--- config.mk ---
export PLATFORM = sky130hd
export DESIGN_NAME = flit_receiver
export DESIGN_NICKNAME = d
export VERILOG_FILES = /design/src/rtl/flit_receiver.sv
export SDC_FILE = /design/constraint.sdc
export NUM_CORES = 1
export LEC_CHECK = 0
export CORE_ASPECT_RATIO = 0.7
export CORE_MARGIN = 1
export CORE_UTILIZATION = 52
export DETAILED_ROUTE_END_ITERATION = 8
export GPL_TIMING_DRIVEN = 0
export HOLD_SLACK_MARGIN = 0.15
export PLACE_DENSITY = 0.91
export SYNTH_ARGS = -nofsm -noshare
export SYNTH_HDL_FRONTEND = slang
export SYNTH_SLANG_ARGS = --single-unit
--- constraint.sdc ---
create_clock -name clk -period 3.6 [get_ports clk]
set_input_delay 0.54 -clock clk [delete_from_list [all_inputs] [get_ports clk]]
set_output_delay 0.54 -clock clk [all_outputs]
set_load 0.01 [all_outputs]
--- src/rtl/flit_receiver.sv ---
// rtl/flit_receiver.sv - byte-to-flit assembler with idle timeout and optional XOR check (FLIT_CHECKSUM_EN)
// Bytes pack MSB-first into a flit, which is held until downstream accepts it.
module flit_receiver #(
  parameter int FLIT_BYTES     = 8,
  parameter int TIMEOUT_CYCLES = 64
) (
  input  logic                    clk,
  input  logic                    rst_n,
  input  logic                    in_valid,
  input  logic [7:0]              in_data,
  output logic                    in_ready,
  output logic                    out_valid,
  output logic [FLIT_BYTES*8-1:0] out_flit,
  input  logic                    out_ready,
  output logic                    err_checksum,
  output logic                    err_timeout,
  output logic                    busy
);

  localparam int CW = $clog2(FLIT_BYTES);
  localparam int IW = (TIMEOUT_CYCLES > 2) ? $clog2(TIMEOUT_CYCLES) : 1;
  localparam logic [CW-1:0] LAST_BYTE  = CW'(FLIT_BYTES - 1);
  localparam logic [IW-1:0] IDLE_LIMIT = IW'((TIMEOUT_CYCLES > 0) ? TIMEOUT_CYCLES - 1 : 0);

  typedef enum logic {COLLECT, HOLD} state_t;

  state_t                  state_q, state_d;
  logic [CW-1:0]           cnt_q, cnt_d;
  logic [IW-1:0]           idle_q, idle_d;
  logic [FLIT_BYTES*8-1:0] flit_q, flit_d;
  logic                    err_to_q, err_to_d;
  logic                    accept;
  logic                    sum_ok;
`ifdef FLIT_CHECKSUM_EN
  logic [7:0]              chk_q, chk_d;
  logic                    err_chk_q, err_chk_d;
`endif

  assign accept = in_valid && in_ready;

  always_comb begin
    state_d  = state_q;
    cnt_d    = cnt_q;
    idle_d   = idle_q;
    flit_d   = flit_q;
    err_to_d = 1'b0;
    sum_ok   = 1'b1;
`ifdef FLIT_CHECKSUM_EN
    chk_d     = chk_q;
    err_chk_d = 1'b0;
`endif
    if (state_q == COLLECT) begin
      if (accept) begin
        for (int i = 0; i < FLIT_BYTES; i++) begin
          if (cnt_q == CW'(i)) flit_d[(FLIT_BYTES-1-i)*8 +: 8] = in_data;
        end
        idle_d = '0;
`ifdef FLIT_CHECKSUM_EN
        // Running XOR restarts on the first byte of each flit.
        chk_d  = (cnt_q == '0) ? in_data : (chk_q ^ in_data);
        sum_ok = (chk_d == 8'h00);
`endif
        if (cnt_q == LAST_BYTE) begin
          cnt_d = '0;
          if (sum_ok) begin
            state_d = HOLD;
          end
`ifdef FLIT_CHECKSUM_EN
          else begin
            err_chk_d = 1'b1;
          end
`endif
        end else begin
          cnt_d = cnt_q + 1'b1;
        end
      end else if (cnt_q != '0) begin
        if ((TIMEOUT_CYCLES > 0) && (idle_q == IDLE_LIMIT)) begin
          cnt_d    = '0;
          idle_d   = '0;
          err_to_d = 1'b1;
        end else if (TIMEOUT_CYCLES > 0) begin
          idle_d = idle_q + 1'b1;
        end
      end else begin
        idle_d = '0;
      end
    end else begin
      idle_d = '0;
      if (out_ready) state_d = COLLECT;
    end
  end

  always_ff @(posedge clk or negedge rst_n) begin
    if (!rst_n) begin
      state_q  <= COLLECT;
      cnt_q    <= '0;
      idle_q   <= '0;
      flit_q   <= '0;
      err_to_q <= 1'b0;
`ifdef FLIT_CHECKSUM_EN
      chk_q     <= 8'h00;
      err_chk_q <= 1'b0;
`endif
    end else begin
      state_q  <= state_d;
      cnt_q    <= cnt_d;
      idle_q   <= idle_d;
      flit_q   <= flit_d;
      err_to_q <= err_to_d;
`ifdef FLIT_CHECKSUM_EN
      chk_q     <= chk_d;
      err_chk_q <= err_chk_d;
`endif
    end
  end

  // in_ready is gated by rst_n so upstream sees no acceptance while reset is held.
  assign in_ready    = rst_n && (state_q == COLLECT);
  assign out_valid   = (state_q == HOLD);
  assign out_flit    = flit_q;
  assign busy        = (cnt_q != '0) || (state_q == HOLD);
  assign err_timeout = err_to_q;
`ifdef FLIT_CHECKSUM_EN
  assign err_checksum = err_chk_q;
`else
  assign err_checksum = 1'b0;
`endif

endmodule

==> flow_summary.toml, run 1 <==
[flow_run]
cap_violations = 0

[power_and_ir_drop]
intPower_uw = 2478
power_frac_comb = 0.420
powerDensity_nw_per_um2 = 856.6
clkPwrFrac = 0.176
leakagePower_uw = 0.001851
seq_power_share = 0.405
p_sw_uw = 1075
vdd_drop_max_mv = 0.4722
total_power_uw = 3554
sw_frac_of_total = 0.3026

[final_layout]
final_common_cell = "clkdlybuf4s50_1"
most-common-layout-cells = "78 x clkdlybuf4s50_1, 75 x dfrtp_1, 64 x mux2_2"
nFillCells = 356
utilization = 0.7651
fin_nets = 309
seqCellArea_sq_um = 1877
n_antenna_cell = 0
multi_input_area_sq_um = 1094
drive_above_1_share = 0.3231
area_growth_pct = 36.40

[timing]
worst_hold_slack_ns = 0.4914
fmax_mhz = 343.6
fin_ws_ns = 0.6900
setup_viol = 0
worst_pin_slew_ns = 0.5164
fin_crit_sh = 0.8083
period_minus_slack_ns = 2.910
rsz0062_at_grt = "no"
setup_tns_ns = 0
fin_skew_ns = 0.009193
hold_viol_final = 0
maxSlewViolCount = 0
max_slew_margin = 0.6548

[grt]
grt_overflow = 0
antenna_found_initial = 0
grt_max_degree = 78
grt_pass1_wl_microns = 10570
grt_pass1_vias = 2113
grtUsageTotal = 0.2403

[worst_hold_path]
min_path_type = "reg2reg"
hold_depth = 1
holdCritStartpoint = "idle_q[0]"
min_to = "idle_q[0]"

[cts]
clk_latency_ns = 0.35
path_clk_slew_ns = 0.06
cts_resized = 0
cts_sinks = 75
clockBufferDepth = 2
root_buffer = "clkbuf_8"
h-tree-depth = 3
cts_tree = "done"
numCtsBuffers = 9

[logic_synthesis]
syn_nets = 217
avgSynthCellArea_sq_um = 15.36
seq_area_frac_synth = 0.6170
syn_inst = 198
synth_seq_cells = 75
yosysWarningCount = 0
yosysTopAreaCellShare = 0.6170
synth_area_leader_cell = "dfrtp_1"
syn_area_sq_um = 3042
netlist-cell-type-count = 27
synth_area_leaders = "dfrtp_1 62%, mux2_2 24%, ha_1 2.9%"

[worst_setup_path]
crit_type = "in2out"
crit_required_ns = 3.06
cpPeakStageDelay_ns = 0.57
cp_max_fo = 77
end_kind = "output pin"
path_depth = 5
r2r-end = "out_flit[34]"
cpLargestDelayFamily = "buffers and inverters"
critical_path_arrival_ns = 2.37
r2r_slack_ns = 1.82
crit-reg2reg-launch = "cnt_q[0]"
r2r_cells = 4
slowest_stage = "clkdlybuf4s50_1"
worstSetupStartpointType = "input port"
worstPathCellList = "dlygate4sd3_1 > buf_4 > buf_16 > nor2b_1 > clkdlybuf4s50_1"
cp_num_buf_inv = 4

[floorplan]
fp.dieH_microns = 65.99
io_pins = 81
placementRows = 22
initial_core_util = 0.5609
die-area_sq_um = 6164
die_w_microns = 93.41
core_sq_um = 5423

[routing]
first_pass_iters = 2
num_vias = 1962
wl_per_cell_microns = 18.00
antenna_left = 0
viasPerCell = 5.361
wl_microns = 6587
drtIter0Drc = 64
route.detailed.drc = 0

[place]
place_congestion = 0.8037
dp_hpwl_microns = 4582
io_buffers = 79
place_ws_ns = 1.247

[outcome]
status = "completed"
==> flip-flops by register name (all words and copies together) (netlist names) <==
| register | flops |
|---|---|
| cnt_q | 3 |
| err_timeout | 1 |
| idle_q | 6 |
| out_flit | 64 |
| out_valid | 1 |
==> layer usage <==
metal,track usage,vias to the layer above,routed length [microns]
li1,-,900,-
met1,0.2820,986,2737
met2,0.3888,65,3204
met3,0.1161,11,554
met4,0.08269,0,91
met5,0,-,0
==> cell usage after synthesis, drive strengths merged <==
library cell   n
mux2          64
nand3          7
ha             7
a211oi         1
nand2          5
nand3b         1
nor2           4
xnor2          1
nor3b          1
nand4          1
o22ai          1
dfrtp         75
inv            5
xor2           2
conb           1
nor2b          2
o21ai          4
buf            5
o311ai         1
or3            3
nor3           3
nor4           1
and4           2
and2           1
==> through the flow <==
| step | instances | cell area, sq um |
|---|---|---|
| floorplan | 198 | 3042 |
| global placement | 349 | 3923 |
| detailed placement | 350 | 3948 |
| CTS | 366 | 4149 |
| global route | 366 | 4149 |
| finish | 366 | 4149 |
==> area by class of cell <==
cell class / instances / share of cell area
Buffer: 5 / 0.01267
Timing Repair Buffer: 81 / 0.1990
Clock buffer: 10 / 0.03317
Clock inverter: 5 / 0.01297
Tap cell: 72 / 0.02171
Sequential cell: 75 / 0.4524
Inverter: 5 / 0.004524
Multi-Input combinational cell: 113 / 0.2636
==> timing repair <==
action	4_1_cts	5_1_grt
buffers inserted	0	0
hold endpoints to repair	1	0
hold buffers	1	0
==> kinds of logic after synthesis <==
| logic type | Yosys count | synth area share |
|---|---|---|
| AOI/OAI and AO/OA | 7 | 0.01563 |
| xor gates and xnor gates | 3 | 0.008640 |
| adders and majority gates | 7 | 0.02879 |
| buffers and inverters | 10 | 0.02345 |
| DFF | 75 | 0.6170 |
| muxes | 64 | 0.2369 |
| other | 1 | 0.001233 |
| and+or+nand+nor | 31 | 0.06828 |
==> how the worst max path moves through the flow <==
stage             start            to  slack (ns)
2_1_floorplan  in_valid  out_flit[10]        2.05
3_3_place_gp      rst_n      in_ready       -1.25
3_5_place_dp      rst_n      in_ready        1.25
4_1_cts           rst_n      in_ready        0.70
5_1_grt           rst_n      in_ready        0.59
6_report          rst_n      in_ready        0.69
==> power by group through the flow <==
stage / combinational, uW / clock (uW) / sequential (uW)
floorplan: 477 / 0 / 1580
global placement: 1460 / 0 / 1420
detailed placement: 1500 / 0 / 1450
CTS: 1510 / 636 / 1440
global route: 1600 / 675 / 1480
finish: 1490 / 625 / 1440
(Power assumes the default switching activity.)
==> inputs of run 2 (changes only) <==
--- a/config.mk
+++ b/config.mk
@@ -7,11 +7,11 @@
 export LEC_CHECK = 0
 export CORE_ASPECT_RATIO = 0.7
 export CORE_MARGIN = 1
-export CORE_UTILIZATION = 52
+export CORE_UTILIZATION = 43
 export DETAILED_ROUTE_END_ITERATION = 8
 export GPL_TIMING_DRIVEN = 0
 export HOLD_SLACK_MARGIN = 0.15
-export PLACE_DENSITY = 0.91
+export PLACE_DENSITY = 0.81
 export SYNTH_ARGS = -nofsm -noshare
 export SYNTH_HDL_FRONTEND = slang
 export SYNTH_SLANG_ARGS = --single-unit
==> constraint.sdc (replaced) <==
create_clock -name clk -period 2.45 [get_ports clk]
set_input_delay 0.3675 -clock clk [delete_from_list [all_inputs] [get_ports clk]]
set_output_delay 0.3675 -clock clk [all_outputs]
set_load 0.01 [all_outputs]
==> run 2 against run 1 <==
Final area is 1.3% higher. Power rose by 50%. Combinational power increased by 48%. Clock skew shrank 0.0036 ns.
==> flow_summary.toml, run 2 (same netlist as run 1, synthesis figures left out) <==
[grt]
grt_overflow = 0
antenna_found_initial = 0
grt_pass1_wl_microns = 10680
grt_max_degree = 52
grt_pass1_vias = 2034
grtUsageTotal = 0.1994

[place]
dp_cells = 372
io_buffers = 79
dpl_cell_area_sq_um = 3975
dp_hpwl_microns = 4687
place_congestion = 0.7462

[timing]
fin_crit_sh = 0.9483
fmax_mhz = 430.4
worst_pin_slew_ns = 0.5896
fin_skew_ns = 0.005620
worst_hold_slack_ns = 0.4540
rsz0062_at_grt = "no"
maxSlewViolCount = 0
period_minus_slack_ns = 2.323
setup_viol = 0
max_slew_margin = 0.6059
hold_viol_final = 0
setup_tns_ns = 0

[worst_hold_path]
min_path_type = "in2async"

[routing]
num_vias = 1951
wl_per_cell_microns = 17.20
wl_microns = 6672
drtIter0Drc = 60
first_pass_iters = 4
antenna_left = 0
viasPerCell = 5.028
route.detailed.drc = 0

[power_and_ir_drop]
p_sw_uw = 1575
intPower_uw = 3748
total_power_uw = 5323
leakagePower_uw = 0.001858
seq_power_share = 0.395
powerDensity_nw_per_um2 = 1266
vdd_drop_max_mv = 0.7245
power_frac_comb = 0.413
sw_frac_of_total = 0.2959
clkPwrFrac = 0.191

[final_layout]
final_common_cell = "clkdlybuf4s50_1"
largest_reg_flops = 64
fin_nets = 309
most-common-layout-cells = "78 x clkdlybuf4s50_1, 75 x dfrtp_1, 64 x mux2_2"
n_antenna_cell = 0
nFillCells = 535
stdcell_area_sq_um = 4204
drive_above_1_share = 0.3231
final_cells = 388
area_growth_pct = 38.21

[floorplan]
initial_core_util = 0.4481
core_sq_um = 6788
placementRows = 25
io_pins = 81
die_w_microns = 102.5
die-area_sq_um = 7419
fp.dieH_microns = 72.37

[flow_run]
cap_violations = 0

[cts]
cts_tree = "done"
clockBufferDepth = 2
clk_latency_ns = 0.34
path_clk_slew_ns = 0.08
numCtsBuffers = 9
cts_sinks = 75
root_buffer = "clkbuf_8"
h-tree-depth = 3

[worst_setup_path]
cp_num_buf_inv = 3
worstPathCellList = "dlygate4sd3_1 > buf_6 > nor2b_1 > clkdlybuf4s50_1"
r2r_cells = 4
crit_required_ns = 2.08
end_kind = "output pin"
slowest_stage = "clkdlybuf4s50_1"
cpLargestDelayFamily = "buffers and inverters"
critical_path_arrival_ns = 1.96
worstSetupStartpointType = "input port"
cpPeakStageDelay_ns = 0.56
path_depth = 4
crit_type = "in2out"
cp_max_fo = 28

[outcome]
status = "completed"
## run 2: cell count changes in the layout (fill, tap and decap cells not counted)
| cell | previous run | this run |
|---|---|---|
| buf_4 | 2 | 1 |
| buf_6 | 4 | 5 |
| bufinv_16 | 1 | 2 |
| clkinv_2 | 3 | 2 |
| clkinv_4 | 1 | 0 |
| clkinvlp_4 | 0 | 1 |
## run 2: layer usage
metal  track usage  routed length, microns  up-vias
met5             0                       0        -
met1        0.2619                    2975      993
met3        0.1021                     576        8
li1              -                       -      882
met4       0.06190                      78        0
met2        0.2867                    3042       68
## run 2: power groups by stage
stage               combinational, uW  clock [uW]  sequential, uW
floorplan                         700           0            2320
global placement                 2150           0            2090
detailed placement               2210           0            2120
CTS                              2230        1050            2110
global route                     2360        1090            2180
finish                           2200        1020            2100
## run 2: cell type report
| type | instances | area, sq um | area share |
|---|---|---|---|
| clock inverter | 5 | 77.57 | 0.01845 |
| buffer | 5 | 52.55 | 0.01250 |
| tap | 94 | 117.6 | 0.02798 |
| clock buffer | 10 | 137.6 | 0.03274 |
| multi-input combinational | 113 | 1094 | 0.2601 |
| inverter | 5 | 18.77 | 0.004464 |
| sequential | 75 | 1877 | 0.4464 |
| timing repair buffer | 81 | 829.5 | 0.1973 |
## run 2: worst paths after layout
kind | startpoint | to | slack (ns)
hold / removal | rst_n | out_flit[37] | 0.45
min in group clk | idle_q[0] | idle_q[0] | 0.49
setup / recovery | rst_n | in_ready | 0.13
max in group asynchronous | rst_n | out_valid | 1.47
hold reg to reg | idle_q[0] | idle_q[0] | 0.49
setup reg to reg | cnt_q[0] | out_flit[36] | 0.63
## run 2: metrics by stage
stage / setup WS, ns / util
after floorplan: 0.9395 / -
after global placement: -2.203 / 0.5819
after detailed placement: 0.4205 / 0.5856
after CTS: 0.04111 / 0.6188
after global routing: 0.01782 / 0.6194
final: 0.1267 / 0.6194
## run 2: timing repair
| action | CTS | global route |
|---|---|---|
| hold buffers | 1 | 0 |
| hold endpoints to repair | 24 | 0 |
| endpoints found under the setup margin | 0 | 1 |
| buffers inserted | 0 | 0 |
| resized for setup | 0 | 1 |
==> inputs of run 3 (changes only) <==
--- a/config.mk
+++ b/config.mk
@@ -8,6 +8,7 @@
 export CORE_ASPECT_RATIO = 0.7
 export CORE_MARGIN = 1
 export CORE_UTILIZATION = 43
+export CTS_CLUSTER_SIZE = 24
 export DETAILED_ROUTE_END_ITERATION = 8
 export GPL_TIMING_DRIVEN = 0
 export HOLD_SLACK_MARGIN = 0.15
==> results of run 3 <==
The final DEF is identical to that of run 2; final timing and power are the same.
